===== config.mk =====
export PLATFORM = sky130hd
export DESIGN_NAME = mem_stream_reader
export DESIGN_NICKNAME = d
export VERILOG_FILES = /design/src/rtl/sntrup_mem_pkg.sv /design/src/rtl/mem_stream_reader.sv
export SDC_FILE = /design/constraint.sdc
export NUM_CORES = 1
export LEC_CHECK = 0
export CAP_MARGIN = 20
export CORE_ASPECT_RATIO = 1.1
export CORE_MARGIN = 2
export CORE_UTILIZATION = 66
export CTS_CLUSTER_DIAMETER = 120
export CTS_CLUSTER_SIZE = 20
export DETAILED_ROUTE_END_ITERATION = 6
export DONT_BUFFER_PORTS = 1
export PLACE_DENSITY_LB_ADDON = 0.08
export SLEW_MARGIN = 0
export SYNTH_ARGS = -nofsm -noshare
export SYNTH_HDL_FRONTEND = slang
export SYNTH_SLANG_ARGS = --single-unit

===== constraint.sdc =====
create_clock -name clk -period 3.8 [get_ports clk]
set_input_delay 0.57 -clock clk [delete_from_list [all_inputs] [get_ports clk]]
set_output_delay 0.57 -clock clk [all_outputs]
set_load 0.03 [all_outputs]

===== src/rtl/sntrup_mem_pkg.sv =====
// Shared constants and types for the SNTRUP757 coefficient memories and their
// read sequencer.
package sntrup_mem_pkg;

    localparam int unsigned RAM_WIDTH     = 26;
    localparam int unsigned RAM_ADDR_BITS = 11;

    typedef enum logic [1:0] {
        IDLE   = 2'd0,
        STREAM = 2'd1,
        DRAIN  = 2'd2,
        FINISH = 2'd3
    } rd_state_t;

endpackage


===== src/rtl/mem_stream_reader.sv =====
// Walks addresses 0..deg of a combinational-read RAM and presents each
// coefficient as a registered valid/ready stream with index and last flags.
module mem_stream_reader #(
    parameter int unsigned RAM_WIDTH     = sntrup_mem_pkg::RAM_WIDTH,
    parameter int unsigned RAM_ADDR_BITS = sntrup_mem_pkg::RAM_ADDR_BITS
) (
    input  logic                     clk,
    input  logic                     rst_n,
    input  logic                     start_i,
    input  logic [RAM_ADDR_BITS-1:0] deg_i,
    output logic [RAM_ADDR_BITS-1:0] rd_addr_o,
    input  logic [RAM_WIDTH-1:0]     rd_data_i,
    output logic [RAM_WIDTH-1:0]     out_data_o,
    output logic [RAM_ADDR_BITS-1:0] out_index_o,
    output logic                     out_valid_o,
    input  logic                     out_ready_i,
    output logic                     out_last_o,
    output logic                     busy_o,
    output logic                     done_o
);
    import sntrup_mem_pkg::*;

    rd_state_t                state_q, state_d;
    logic [RAM_ADDR_BITS-1:0] addr_q, addr_d;
    logic [RAM_ADDR_BITS-1:0] deg_q, deg_d;
    logic [RAM_WIDTH-1:0]     data_q, data_d;
    logic [RAM_ADDR_BITS-1:0] index_q, index_d;
    logic                     last_q, last_d;
    logic                     valid_q, valid_d;
    logic                     load;
    logic                     at_end;

    assign at_end = (addr_q == deg_q);

    always_comb begin
        state_d = state_q;
        addr_d  = addr_q;
        deg_d   = deg_q;
        data_d  = data_q;
        index_d = index_q;
        last_d  = last_q;
        valid_d = valid_q;
        load    = 1'b0;

        // A consumed beat with nothing to replace it empties the register.
        if (state_q != STREAM && valid_q && out_ready_i) begin
            valid_d = 1'b0;
        end

        case (state_q)
            IDLE: begin
                if (start_i) begin
                    deg_d   = deg_i;
                    addr_d  = '0;
                    state_d = STREAM;
                end
            end
            STREAM: begin
                load = !valid_q || out_ready_i;
                if (load) begin
                    data_d  = rd_data_i;
                    index_d = addr_q;
                    last_d  = at_end;
                    valid_d = 1'b1;
                    // Stop on the compare instead of incrementing, so the
                    // counter never wraps even when deg_q is all ones.
                    if (at_end) begin
                        state_d = DRAIN;
                    end else begin
                        addr_d = addr_q + 1'b1;
                    end
                end
            end
            DRAIN: begin
                if (valid_q && out_ready_i) begin
                    state_d = FINISH;
                end
            end
            FINISH: begin
                state_d = IDLE;
            end
            default: begin
                state_d = IDLE;
            end
        endcase
    end

    always_ff @(posedge clk or negedge rst_n) begin
        if (!rst_n) begin
            state_q <= IDLE;
            addr_q  <= '0;
            deg_q   <= '0;
            data_q  <= '0;
            index_q <= '0;
            last_q  <= 1'b0;
            valid_q <= 1'b0;
        end else begin
            state_q <= state_d;
            addr_q  <= addr_d;
            deg_q   <= deg_d;
            data_q  <= data_d;
            index_q <= index_d;
            last_q  <= last_d;
            valid_q <= valid_d;
        end
    end

    assign rd_addr_o   = addr_q;
    assign out_data_o  = data_q;
    assign out_index_o = index_q;
    assign out_last_o  = last_q;
    assign out_valid_o = valid_q;
    assign busy_o      = (state_q == STREAM) || (state_q == DRAIN);
    assign done_o      = (state_q == FINISH);

endmodule


==> summary.md <==
| Metric | Value |
|---|---|
| ANT cells | 0 |
| Setup TNS | 0 ns |
| Final Hold Vio Count | 0 |
| Crit Path Class | flip-flop to flip-flop |
| CTS Sinks | 63 |
| Yosys reg bits | between 60 and 70 |
| Element type at the critical path start | flip-flop |
| Final Net Count | 270 |
| Avg WL per Cell | 20.7 um |
| Crit-path max FO | 22 |
| Initial antenna violation count | 0 |
| Final Max Slew Viols | 0 |
| Layout fillers | between 300 and 400 |
| Die height | ~73 um |
| Htree depth | 3 |
| Area after DPL | approximately 2900 sq um |
| Routed WL | 5.86 mm |
| Die area | roughly 4900 sq um |
| First-pass GRT wire length | 9.20 mm |
| Global placer's final weighted congestion | about 0.84 |
| TritonRoute pass-1 iters | 5 |
| Vias in the first global route | between 1,500 and 2,000 |
| Cells after synthesis | 224 |
| Max Clock Skew | just under 0.007 ns |
| Largest net degree at the start of global routing | between 60 and 70 |
| Setup Viol. Count Final | 0 |
| GRT Util Overall | a little over a quarter |
| Utilization after layout | about three quarters |
| Post-synthesis sequential area ratio | 54.7% |
| Final min period | between 2 and 2.5 ns |
| Worst slew pin tran | 0.709 ns |
| TritonCTS clock tree | yes |
| Max_cap viols | 0 |
| Power per cell area | 1000 nW/um^2 |
| Core Area | approximately 4300 sq um |
| Clk_lat worst skew | approximately 0.34 ns |
| Port-buffer cells | 0 |
| Hpwl dp | between 4 and 5 mm |
| Residual DRC count | 0 |
| Setup Fix Bufs, Post-CTS | 0 |
| Area Growth Syn to Fin | 8.77% |
| Status | finished, final reports clean |
| Final ANT Viol Nets | 0 |
| DR iter-0 viols | between 200 and 250 |
| RSZ-0062 raised after global routing | no |
| WP data arrival | ~2.6 ns |
| Leak | 1.37 nW |
| Hold Path Class | primary input to async pin |
| GRT overflow | 0 |
| Core Rows | 25 |
| # IOs | just over 90 |
| Die X | between 60 and 70 um |
| Syn_nets | 270 |
| Slew margin rel. | a little over half |
| Fmax | between 400 and 500 MHz |
| Design Power | approximately 3.1 mW |
| Root Buffer | clkbuf_8 |
| Max VDD drop | 0.623 mV |
| Synthesis warning total | 0 |
| Synthesized area | 2880 sq um |
| Final Cell Area | roughly 3100 sq um |
| CP Capture Type | flip-flop |
| Critical Path RT | 4.02 ns |
| Clock buffer depth | 2 |
| Per-instance average area after synthesis | ~13 sq um |
| Vias per cell | 6.40 |
| Via count | between 1,500 and 2,000 |
| Clock-pin slew on the worst setup and hold paths | approximately 0.07 ns |
| Starting density of the core | approximately two thirds |
| Reg2reg path depth | 7 |
| Distinct cells, synth | 42 |
| Share of layout cells above drive strength 1 | between 30% and 40% |
| Tcrit/Tclk final | 63.3% |
| CTS Buf Count | 9 |
## synth_stat cells, drive strengths merged
| library cell | n | share of area [%] |
|---|---|---|
| dfrtp | 63 | 55 |
| mux2 | 48 | 19 |
| nand2 | 12 | 1.6 |
| xnor2 | 11 | 3.9 |
| nand3 | 9 | 1.6 |
| buf | 8 | 1.9 |
| nor2 | 6 | 0.78 |
| clkbuf | 5 | 0.65 |
| ha | 5 | 2.2 |
| o21ai | 5 | 0.87 |
| inv | 4 | 0.52 |
| nand2b | 4 | 0.87 |
| nand4 | 4 | 0.87 |
| a21oi | 3 | 0.52 |
| a221o | 3 | 1.0 |
| nand3b | 3 | 0.78 |
| nor3 | 3 | 0.69 |
| o311ai | 3 | 0.91 |
| a22o | 2 | 0.61 |
| a32oi | 2 | 0.61 |
| and2 | 2 | 0.43 |
| and3 | 2 | 0.43 |
| nor4 | 2 | 0.43 |
| o211ai | 2 | 0.52 |
| or3 | 2 | 0.61 |
| a2111oi | 1 | 0.30 |
| a211o | 1 | 0.30 |
| a31oi | 1 | 0.22 |
| a41o | 1 | 0.35 |
| and4 | 1 | 0.30 |
| mux2i | 1 | 0.35 |
| nand4b | 1 | 0.30 |
| nor2b | 1 | 0.22 |
| nor3b | 1 | 0.26 |
| o211a | 1 | 0.35 |
| o221ai | 1 | 0.30 |
## power by group
group | switching, mW | total (mW) | internal (mW)
clock network | 0.254 | 0.641 | 0.387
logic | 0.417 | 0.879 | 0.462
registers | 0.675 | 1.62 | 0.950
## sequential cells by signal (all words and copies together), names as in the netlist
name         cells
out_index_o     11
rd_addr_o       11
deg_q           11
out_last_o       1
state_q          2
out_valid_o      1
out_data_o      26
## layer usage
metal / share of wire (%) / track usage [%] / vias to the layer above / wire length, um
met3: 9.9 / 11.2 / 9 / 579
li1: - / - / 811 / -
met5: 0 / 0 / - / 0
met2: 51 / 42.0 / 92 / 2970
met1: 38 / 30.8 / 900 / 2220
met4: 1.6 / 10.9 / 0 / 93
## cell type report
type / count / area (sq um) / area share [%]
Clock buffer: 11 / 141 / 4.51
Clock inverter: 5 / 81.3 / 2.59
Inverter: 4 / 15.0 / 0.479
Multi-Input combinational cell: 144 / 1220 / 38.9
Sequential cell: 63 / 1580 / 50.3
Tap cell: 54 / 67.6 / 2.15
Timing Repair Buffer: 2 / 35.0 / 1.12
## cells by family (layout without fill, tap and decap cells)
group / Yosys count / count (layout) / share of synthesized area [%]
adder cells (fa/ha/maj): 5 / 5 / 2.17
flip-flops: 63 / 63 / 54.7
XOR/XNOR: 11 / 11 / 3.86
buffers and inverters: 17 / 22 / 3.04
AND/OR/NAND/NOR: 53 / 53 / 10.1
multiplexers: 49 / 49 / 19.2
AO/OA/AOI/OAI: 26 / 26 / 6.90
## critical path, stage by stage (launching register included)
cell and delay, ns:
dfrtp_1 0.42, inv_1 0.09, ha_1 0.61, nor2_1 0.14
nand3b_1 0.47, nor2b_1 0.31, a41o_1 0.21, nor2_1 0.04
## cells in the final DEF, fill, tap and decap left out, drive strengths merged, types with 2 or more instances in the layout
cell type / netlist / layout
a32oi: 2 / 2
clkbuf: 5 / 11
o211ai: 2 / 2
inv: 4 / 4
nor4: 2 / 2
nor2: 6 / 6
mux2: 48 / 48
nand4: 4 / 4
and2: 2 / 2
dfrtp: 63 / 63
buf: 8 / 2
o311ai: 3 / 3
a22o: 2 / 2
nor3: 3 / 3
ha: 5 / 5
o21ai: 5 / 5
bufinv: 0 / 2
and3: 2 / 2
nand2: 12 / 12
nand2b: 4 / 4
nand3: 9 / 9
a21oi: 3 / 3
clkinv: 0 / 2
xnor2: 11 / 11
a221o: 3 / 3
or3: 2 / 2
nand3b: 3 / 3
## path summary, 6_finish.rpt
kind                                             start                         to  slack (ns)
worst max register to register  state_q[1]$_DFFE_PN0P_   rd_addr_o[7]$_DFFE_PN0P_        1.39
worst max-delay path            state_q[1]$_DFFE_PN0P_   rd_addr_o[7]$_DFFE_PN0P_        1.39
worst min register to register    deg_q[1]$_DFFE_PN0P_       deg_q[1]$_DFFE_PN0P_        0.54
max in group asynchronous                        rst_n     state_q[1]$_DFFE_PN0P_        3.45
worst min-delay path                             rst_n  out_data_o[3]$_DFFE_PN0P_        0.09
min in group clk                          rd_data_i[4]  out_data_o[4]$_DFFE_PN0P_        0.38
## repair_timing
item	in CTS	in global routing
resized for setup	0	0
endpoints found under the hold margin	63	0
hold buffers	1	0
## through the flow
stage | setup WS [ns] | std cells | hold WS (ns)
after floorplan | 1.69 | 224 | 0.274
after global placement | 1.50 | 266 | 0.276
after detailed placement | 1.42 | 266 | 0.276
after CTS | 1.41 | 283 | 0.102
after global routing | 1.26 | 283 | 0.0986
final | 1.39 | 283 | 0.0920
(Power assumes the default switching activity.)
